## config.mk

```make
export PLATFORM = sky130hd
export DESIGN_NAME = spi_master_param_flat
export DESIGN_NICKNAME = d
export VERILOG_FILES = /design/src/rtl/spi_master_param_pkg.sv /design/src/rtl/spi_master_param_if.sv /design/src/rtl/spi_master_param_sclk_gen.sv /design/src/rtl/spi_master_param.sv /design/src/flat_wrapper.sv
export SDC_FILE = /design/constraint.sdc
export NUM_CORES = 1
export LEC_CHECK = 0
export ABC_AREA = 0
export BUFFER_PORTS_ARGS = -buffer_cell sky130_fd_sc_hd__buf_4
export CORE_ASPECT_RATIO = 0.7
export CORE_MARGIN = 2
export CORE_UTILIZATION = 25
export DETAILED_ROUTE_END_ITERATION = 8
export GPL_TIMING_DRIVEN = 0
export SYNTH_ARGS = -nofsm -noshare
export SYNTH_HDL_FRONTEND = slang
export SYNTH_HIERARCHICAL = 1
export SYNTH_SLANG_ARGS = --single-unit
```

## constraint.sdc

```tcl
create_clock -name clk -period 4.8 [get_ports clk]
set_input_delay 1.2 -clock clk [delete_from_list [all_inputs] [get_ports clk]]
set_output_delay 1.2 -clock clk [all_outputs]
set_load 0.02 [all_outputs]
```

## src/rtl/spi_master_param_pkg.sv

```systemverilog
// spi_master_pkg: FSM states, command encodings and frame-width helper
// shared by the spi_master_param files.
package spi_master_pkg;

  typedef enum logic [2:0] {
    ST_IDLE,
    ST_SETUP,
    ST_SHIFT,
    ST_HOLD,
    ST_GAP
  } state_e;

  localparam logic CMD_WR = 1'b0;
  localparam logic CMD_RD = 1'b1;

  // Serial frame is {cmd, addr, data}.
  function automatic int frame_w(input int addr_w, input int data_w);
    return 1 + addr_w + data_w;
  endfunction

endpackage

```

## src/rtl/spi_master_param_if.sv

```systemverilog
// spi_master_param_if: host request/response signals plus SPI pins.
// master = the SPI master block, slave = host register file and pin side.
interface spi_master_param_if #(
  parameter int ADDR_W = 2,
  parameter int DATA_W = 3,
  parameter int NUM_SS = 1
);
  localparam int SS_W = (NUM_SS > 1) ? $clog2(NUM_SS) : 1;

  logic              start;
  logic              tx_cmd;
  logic [ADDR_W-1:0] tx_addr;
  logic [DATA_W-1:0] tx_data;
  logic [SS_W-1:0]   ss_sel;
  logic              busy;
  logic              done;
  logic [DATA_W-1:0] rx_data;
  logic              spi_sclk;
  logic              spi_mosi;
  logic              spi_miso;
  logic [NUM_SS-1:0] spi_ss_n;

  modport master (
    input  start, tx_cmd, tx_addr, tx_data, ss_sel, spi_miso,
    output busy, done, rx_data, spi_sclk, spi_mosi, spi_ss_n
  );

  modport slave (
    output start, tx_cmd, tx_addr, tx_data, ss_sel, spi_miso,
    input  busy, done, rx_data, spi_sclk, spi_mosi, spi_ss_n
  );

endinterface

```

## src/rtl/spi_master_param_sclk_gen.sv

```systemverilog
// spi_sclk_gen: SCLK divider. While en_i is high, SCLK toggles every CLK_DIV
// clk cycles starting low; rise_o/fall_o flag the cycle whose clock edge
// makes the toggle. Dropping en_i returns SCLK low and restarts the count.
module spi_sclk_gen #(
  parameter int CLK_DIV = 4
) (
  input  logic clk,
  input  logic n_rst,
  input  logic en_i,
  output logic sclk_o,
  output logic rise_o,
  output logic fall_o
);

  localparam int            CW   = $clog2(CLK_DIV);
  localparam logic [CW-1:0] LAST = CW'(CLK_DIV - 1);

  logic [CW-1:0] cnt_q, cnt_d;
  logic          sclk_q, sclk_d;
  logic          tick;

  // Next-state for the half-period counter and SCLK level, plus edge strobes.
  always_comb begin
    tick   = en_i && (cnt_q == LAST);
    rise_o = tick && !sclk_q;
    fall_o = tick && sclk_q;
    cnt_d  = '0;
    sclk_d = 1'b0;
    if (en_i) begin
      cnt_d  = tick ? '0 : cnt_q + 1'b1;
      sclk_d = tick ? !sclk_q : sclk_q;
    end
  end

  // Divider state registers.
  always_ff @(posedge clk or negedge n_rst) begin
    if (!n_rst) begin
      cnt_q  <= '0;
      sclk_q <= 1'b0;
    end else begin
      cnt_q  <= cnt_d;
      sclk_q <= sclk_d;
    end
  end

  assign sclk_o = sclk_q;

endmodule

```

## src/rtl/spi_master_param.sv

```systemverilog
// spi_master_param: mode-0, MSB-first SPI master with {cmd, addr, data}
// frames, programmable SCLK divider, NUM_SS one-hot-low selects and a
// post-frame idle gap. Optional read-back capture is enabled by defining
// SPI_MASTER_RX_EN; without it spi_miso is ignored and rx_data is 0.
module spi_master_param
  import spi_master_pkg::*;
#(
  parameter int ADDR_W  = 2,
  parameter int DATA_W  = 3,
  parameter int CLK_DIV = 4,
  parameter int NUM_SS  = 1,
  parameter int GAP_CYC = 2
) (
  input logic               clk,
  input logic               n_rst,
  spi_master_param_if.master bus
);

  localparam int FW      = frame_w(ADDR_W, DATA_W);
  localparam int SS_W    = (NUM_SS > 1) ? $clog2(NUM_SS) : 1;
  localparam int BIT_W   = $clog2(FW + 1);
  localparam int CNT_MAX = (CLK_DIV > GAP_CYC) ? CLK_DIV : GAP_CYC;
  localparam int CNT_W   = $clog2(CNT_MAX + 1);

  localparam logic [CNT_W-1:0] DIV_LAST = CNT_W'(CLK_DIV - 1);
  localparam logic [CNT_W-1:0] GAP_LAST = CNT_W'((GAP_CYC > 0) ? GAP_CYC - 1 : 0);
  localparam logic [BIT_W-1:0] BIT_ALL  = BIT_W'(FW);

  state_e            state_q;
  logic [CNT_W-1:0]  cnt_q;
  logic [BIT_W-1:0]  bit_q;
  logic              busy_q;
  logic              done_q;
  logic              mosi_q;
  logic [NUM_SS-1:0] ss_n_q;
  logic [FW-1:0]     tx_sh_q;

  logic [DATA_W-1:0] data_fld;
  logic [FW-1:0]     frame;
  logic [NUM_SS-1:0] ss_dec;
  logic              sclk, rise, fall;
  logic              accept;

  // Build the outgoing frame and decode the requested slave select.
  always_comb begin
    data_fld = (bus.tx_cmd == CMD_RD) ? '0 : bus.tx_data;
    frame    = {bus.tx_cmd, bus.tx_addr, data_fld};
    ss_dec   = '1;
    for (int i = 0; i < NUM_SS; i++) begin
      if (bus.ss_sel == SS_W'(i)) ss_dec[i] = 1'b0;
    end
  end

  assign accept = (state_q == ST_IDLE) && bus.start;

  spi_sclk_gen #(.CLK_DIV(CLK_DIV)) u_sclk (
    .clk    (clk),
    .n_rst  (n_rst),
    .en_i   (state_q == ST_SHIFT),
    .sclk_o (sclk),
    .rise_o (rise),
    .fall_o (fall)
  );

`ifdef SPI_MASTER_RX_EN
  logic              cmd_q;
  logic [DATA_W-1:0] rx_sh_q;
  logic [DATA_W-1:0] rx_data_q;

  // Shift MISO in on every SCLK rise; the newest DATA_W samples are the read data.
  always_ff @(posedge clk) begin
    if ((state_q == ST_SHIFT) && rise) rx_sh_q <= DATA_W'({rx_sh_q, bus.spi_miso});
  end

  assign bus.rx_data = rx_data_q;
`else
  logic unused_miso;
  assign unused_miso = bus.spi_miso;
  assign bus.rx_data = '0;
`endif

  // Outgoing shift register: loaded at accept, advanced on each SCLK fall.
  always_ff @(posedge clk) begin
    if (accept) tx_sh_q <= frame;
    else if ((state_q == ST_SHIFT) && fall) tx_sh_q <= tx_sh_q << 1;
  end

  // Frame sequencer: IDLE -> SETUP -> SHIFT -> HOLD -> GAP -> IDLE, registered outputs.
  always_ff @(posedge clk or negedge n_rst) begin
    if (!n_rst) begin
      state_q <= ST_IDLE;
      cnt_q   <= '0;
      bit_q   <= '0;
      busy_q  <= 1'b0;
      done_q  <= 1'b0;
      mosi_q  <= 1'b0;
      ss_n_q  <= '1;
`ifdef SPI_MASTER_RX_EN
      cmd_q     <= CMD_WR;
      rx_data_q <= '0;
`endif
    end else begin
      done_q <= 1'b0;
      unique case (state_q)
        ST_IDLE: begin
          if (bus.start) begin
            state_q <= ST_SETUP;
            cnt_q   <= '0;
            bit_q   <= '0;
            busy_q  <= 1'b1;
            ss_n_q  <= ss_dec;
            mosi_q  <= frame[FW-1];
`ifdef SPI_MASTER_RX_EN
            cmd_q   <= bus.tx_cmd;
`endif
          end
        end
        ST_SETUP: begin
          if (cnt_q == DIV_LAST) begin
            state_q <= ST_SHIFT;
            cnt_q   <= '0;
          end else begin
            cnt_q <= cnt_q + 1'b1;
          end
        end
        ST_SHIFT: begin
          if (rise) bit_q <= bit_q + 1'b1;
          if (fall) begin
            // Zeros shift in behind the frame, so MOSI returns low after the last bit.
            mosi_q <= tx_sh_q[FW-2];
            if (bit_q == BIT_ALL) state_q <= ST_HOLD;
          end
        end
        ST_HOLD: begin
          if (cnt_q == DIV_LAST) begin
            ss_n_q <= '1;
            done_q <= 1'b1;
            cnt_q  <= '0;
`ifdef SPI_MASTER_RX_EN
            if (cmd_q == CMD_RD) rx_data_q <= rx_sh_q;
`endif
            if (GAP_CYC == 0) begin
              state_q <= ST_IDLE;
              busy_q  <= 1'b0;
            end else begin
              state_q <= ST_GAP;
            end
          end else begin
            cnt_q <= cnt_q + 1'b1;
          end
        end
        ST_GAP: begin
          // start seen here is dropped; only IDLE accepts a new frame.
          if (cnt_q == GAP_LAST) begin
            state_q <= ST_IDLE;
            busy_q  <= 1'b0;
          end else begin
            cnt_q <= cnt_q + 1'b1;
          end
        end
        default: state_q <= ST_IDLE;
      endcase
    end
  end

  assign bus.busy     = busy_q;
  assign bus.done     = done_q;
  assign bus.spi_sclk = sclk;
  assign bus.spi_mosi = mosi_q;
  assign bus.spi_ss_n = ss_n_q;

endmodule
```

## src/flat_wrapper.sv

```systemverilog
// flat-port wrapper written by rule: the top's interface ports become plain ports
module spi_master_param_flat import spi_master_pkg::*;
#(
  parameter int ADDR_W  = 2,
  parameter int DATA_W  = 3,
  parameter int CLK_DIV = 4,
  parameter int NUM_SS  = 1,
  parameter int GAP_CYC = 2
)
  (clk, n_rst, bus_start, bus_tx_cmd, bus_tx_addr, bus_tx_data, bus_ss_sel, bus_spi_miso, bus_busy, bus_done, bus_rx_data, bus_spi_sclk, bus_spi_mosi, bus_spi_ss_n);
  spi_master_param_if #(.ADDR_W(ADDR_W), .DATA_W(DATA_W), .NUM_SS(NUM_SS)) bus_i ();
  input logic clk;
  input logic n_rst;
  input wire logic [$bits(bus_i.start)-1:0] bus_start;
  input wire logic [$bits(bus_i.tx_cmd)-1:0] bus_tx_cmd;
  input wire logic [$bits(bus_i.tx_addr)-1:0] bus_tx_addr;
  input wire logic [$bits(bus_i.tx_data)-1:0] bus_tx_data;
  input wire logic [$bits(bus_i.ss_sel)-1:0] bus_ss_sel;
  input wire logic [$bits(bus_i.spi_miso)-1:0] bus_spi_miso;
  output wire logic [$bits(bus_i.busy)-1:0] bus_busy;
  output wire logic [$bits(bus_i.done)-1:0] bus_done;
  output wire logic [$bits(bus_i.rx_data)-1:0] bus_rx_data;
  output wire logic [$bits(bus_i.spi_sclk)-1:0] bus_spi_sclk;
  output wire logic [$bits(bus_i.spi_mosi)-1:0] bus_spi_mosi;
  output wire logic [$bits(bus_i.spi_ss_n)-1:0] bus_spi_ss_n;
  assign bus_i.start = bus_start;
  assign bus_i.tx_cmd = bus_tx_cmd;
  assign bus_i.tx_addr = bus_tx_addr;
  assign bus_i.tx_data = bus_tx_data;
  assign bus_i.ss_sel = bus_ss_sel;
  assign bus_i.spi_miso = bus_spi_miso;
  assign bus_busy = bus_i.busy;
  assign bus_done = bus_i.done;
  assign bus_rx_data = bus_i.rx_data;
  assign bus_spi_sclk = bus_i.spi_sclk;
  assign bus_spi_mosi = bus_i.spi_mosi;
  assign bus_spi_ss_n = bus_i.spi_ss_n;
  spi_master_param #(.ADDR_W(ADDR_W), .DATA_W(DATA_W), .CLK_DIV(CLK_DIV), .NUM_SS(NUM_SS), .GAP_CYC(GAP_CYC)) u_core (.clk(clk), .n_rst(n_rst), .bus(bus_i));
endmodule
```

==> impl_metrics.py <==
metrics = {
    "global_routing": {
        "grt_pass1_wl_mm": 3.57,
        "grt_max_degree": 17,
        "grt_pass1_vias": 757,
        "antenna_found_initial": 0,
        "grt_usage_pct": 9.06,
        "grt_overflow": 0,
    },
    "synthesis": {
        "yosysTopAreaCellShare_pct": 33.1,
        "synth_top_family_by_area": "simple AND/OR/NAND/NOR gates",
        "synthAdderAreaFrac_pct": 7.73,
        "syn_area_per_cell_um2": 10.7,
        "synthXorXnorAreaFrac_pct": 1.55,
        "yosys_warnings": 6,
        "synth_top_area_cell": "dfrtp_1",
        "synth_compound_area_share_pct": 12.8,
        "synthMuxAreaShare_pct": 5.75,
        "syn_area_mm2": 0.00113,
        "ys_seq_elements": 21,
        "synth.distinct_cells": 35,
        "synth.area.top_cells": "dfrtp_1, edfxtp_1, ha_1",
        "synth_cells": 106,
        "synth-simple-area-share_pct": 17.6,
        "seq_area_frac_synth_pct": 48.7,
    },
    "clock_tree": {
        "clk_pin_slew_ns": 0.07,
        "cts_tree": "yes",
        "cts_hold_buf": 0,
        "ctsHtreeMaxLevel": 1,
        "clock-sinks": 21,
        "insertion_delay_ns": 0.25,
        "clk_path_buf_depth": 2,
        "cts_resized": 0,
        "cts_setup_buffers": 0,
        "cts-root-buf": "clkbuf_8",
        "cts_inserted_buffers": 3,
    },
    "placed_design": {
        "hpwl_mm": 1.60,
        "gp_congestion": 0.700,
        "dpl.cell_count": 177,
        "port_buffers": 14,
        "dpl-instance-area_mm2": 0.00131,
    },
    "power_and_ir_drop": {
        "p_total_mw": 0.312,
        "vdd_drop_max_mv": 0.0858,
        "power_density_mw_per_mm2": 229,
        "leakage_nw": 0.592,
    },
    "cells_and_area": {
        "fin_area_mm2": 0.00136,
        "fin_cells": 181,
        "antennaDiodeCount": 0,
        "regArea_um2": 552,
        "syn2layout_area_growth_pct": 20.0,
        "nets": 145,
        "n_fill_cell": 464,
        "multi_input_area_um2": 526,
        "drive_above_1_share_pct": 27.0,
    },
    "worst_setup_path": {
        "slowest_stage": "dfstp_2",
        "cp.required_ns": 3.60,
        "arrival_ns": 0.92,
        "critPathKind": "reg -> out",
        "critPathMaxFanout": 2,
        "slowest_delay_ns": 0.54,
        "critPathTopFamily": "flip-flops",
        "critPathBufInv": 1,
        "cp-start-kind": "flip-flop",
        "end_kind": "output port",
        "cp_cell_sequence": "buf_4",
    },
    "timing": {
        "setup_viol": 0,
        "timing.setup.tns_ns": 0,
        "period_share_pct": 44.2,
        "drv_slew": 0,
        "hold_viol_final": 0,
        "period_needed_ns": 2.12,
        "skew_ns": 0.000995,
        "grt_setup_unrepaired": "false",
        "fmax_ghz": 0.471,
    },
    "route": {
        "drt_iter0_drc": 22,
        "drt-pass1-iter-count": 5,
        "routed-via-count": 793,
        "wl_per_cell_um": 11.6,
        "vias_per_cell": 4.38,
        "totalWireLength_mm": 2.10,
        "drc": 0,
        "antenna_left": 0,
    },
    "floorplan": {
        "die_h_um": 60.3,
        "dieArea_mm2": 0.00509,
        "start_util_pct": 26.0,
        "rows": 20,
        "io_pins": 19,
        "core_mm2": 0.00435,
        "die_w_um": 84.4,
    },
    "hold_path": {
        "hold_class": "reg -> reg",
    },
    "run_status": {
        "status": "finished clean",
    },
    "run": {
        "drv_cap": 0,
    },
}
## final timing paths
| path | startpoint | endpoint | slack (ns) | depth (start not counted) |
|---|---|---|---|---|
| min in group asynchronous | n_rst | u_core/bus.busy | 0.79 | 1 |
| min | u_core/u_sclk/cnt_q[0] | u_core/u_sclk/cnt_q[0] | 0.44 | 1 |
| max reg2reg | u_core/state_q[0] | u_core/tx_sh_q[0] | 2.97 | 6 |
| max | u_core/bus.spi_ss_n | bus_spi_ss_n | 2.68 | 1 |
| min reg2reg | u_core/u_sclk/cnt_q[0] | u_core/u_sclk/cnt_q[0] | 0.44 | 1 |
| max in group asynchronous | n_rst | u_core/bus.spi_ss_n | 3.76 | 1 |
## state kept, by name, summed over array words and instances (netlist names)
register / flops
u_core/bit_q: 3
u_core/tx_sh_q: 5
u_core/bus.busy: 1
u_core/bus.spi_mosi: 1
u_core/cnt_q: 3
u_core/state_q: 3
u_core/bus.done: 1
u_core/bus.spi_ss_n: 1
u_core/u_sclk/cnt_q: 2
u_core/u_sclk/sclk_o: 1
## layout make-up
class | instances | area share (%)
clock buffers | 4 | 3.31
flip-flops and latches | 21 | 40.6
well taps | 55 | 5.06
plain buffers | 6 | 3.22
inverters | 5 | 1.38
repair buffers | 14 | 7.73
multi-input cells | 76 | 38.7
## cell usage after synthesis
master,n
xor2_1,2
o22a_1,1
nand3b_1,1
buf_4,3
a21oi_2,1
nor2_4,1
dfstp_2,1
nand3b_2,1
buf_6,1
dfrtp_1,15
nor3b_1,1
or3b_4,1
a41oi_1,1
and2_1,2
conb_1,1
buf_2,2
o21ai_2,1
inv_1,5
o21a_1,1
nand3_1,4
and3_2,1
o21ai_0,6
o31ai_1,2
edfxtp_1,5
and3b_1,1
nand2b_1,3
nor2b_1,3
mux2_2,4
nand2_1,11
a21oi_1,5
ha_1,7
nor2_1,6
o22ai_1,1
a22o_1,3
mux2i_1,2
## metrics by stage
| step | utilization, % | hold slack [ns] | setup WS, ns |
|---|---|---|---|
| finish | 31.2 | 0.441 | 2.68 |
| global route | 31.2 | 0.471 | 2.64 |
| floorplan | - | 0.409 | 2.77 |
| global placement | 30.2 | 0.420 | 2.56 |
| CTS | 31.2 | 0.443 | 2.66 |
| detailed placement | 30.2 | 0.436 | 2.56 |
## cells in the final DEF (no fill, tap or decap), drive strengths merged, types with 3 or more instances in the layout
cell type / n
o21ai: 7
inv: 5
nand3: 4
buf: 20
nand2: 11
a21oi: 6
edfxtp: 5
ha: 7
nand2b: 3
clkbuf: 4
nor2b: 3
a22o: 3
dfrtp: 15
nor2: 7
conb: 3
mux2: 4
## kinds of logic after synthesis
group | Yosys count
AO/OA/AOI/OAI | 22
flip-flops | 21
XOR/XNOR | 2
AND/OR/NAND/NOR | 36
buffers and inverters | 11
other | 1
adder cells (fa/ha/maj) | 7
multiplexers | 6
## power breakdown
group,switching [mW],total (mW),internal (mW)
clock network,0.0541,0.113,0.0590
logic,0.00769,0.0155,0.00780
registers,0.000251,0.183,0.183
total,0.0620,0.312,0.250
## metal layers
metal | share of wire, % | track usage [%]
met1 | 47 | 10.9
met2 | 50 | 16.0
met3 | 1.8 | 1.24
met4 | 1.3 | 5.44
met5 | 0 | 0
Power figures use the tool's default switching activity.
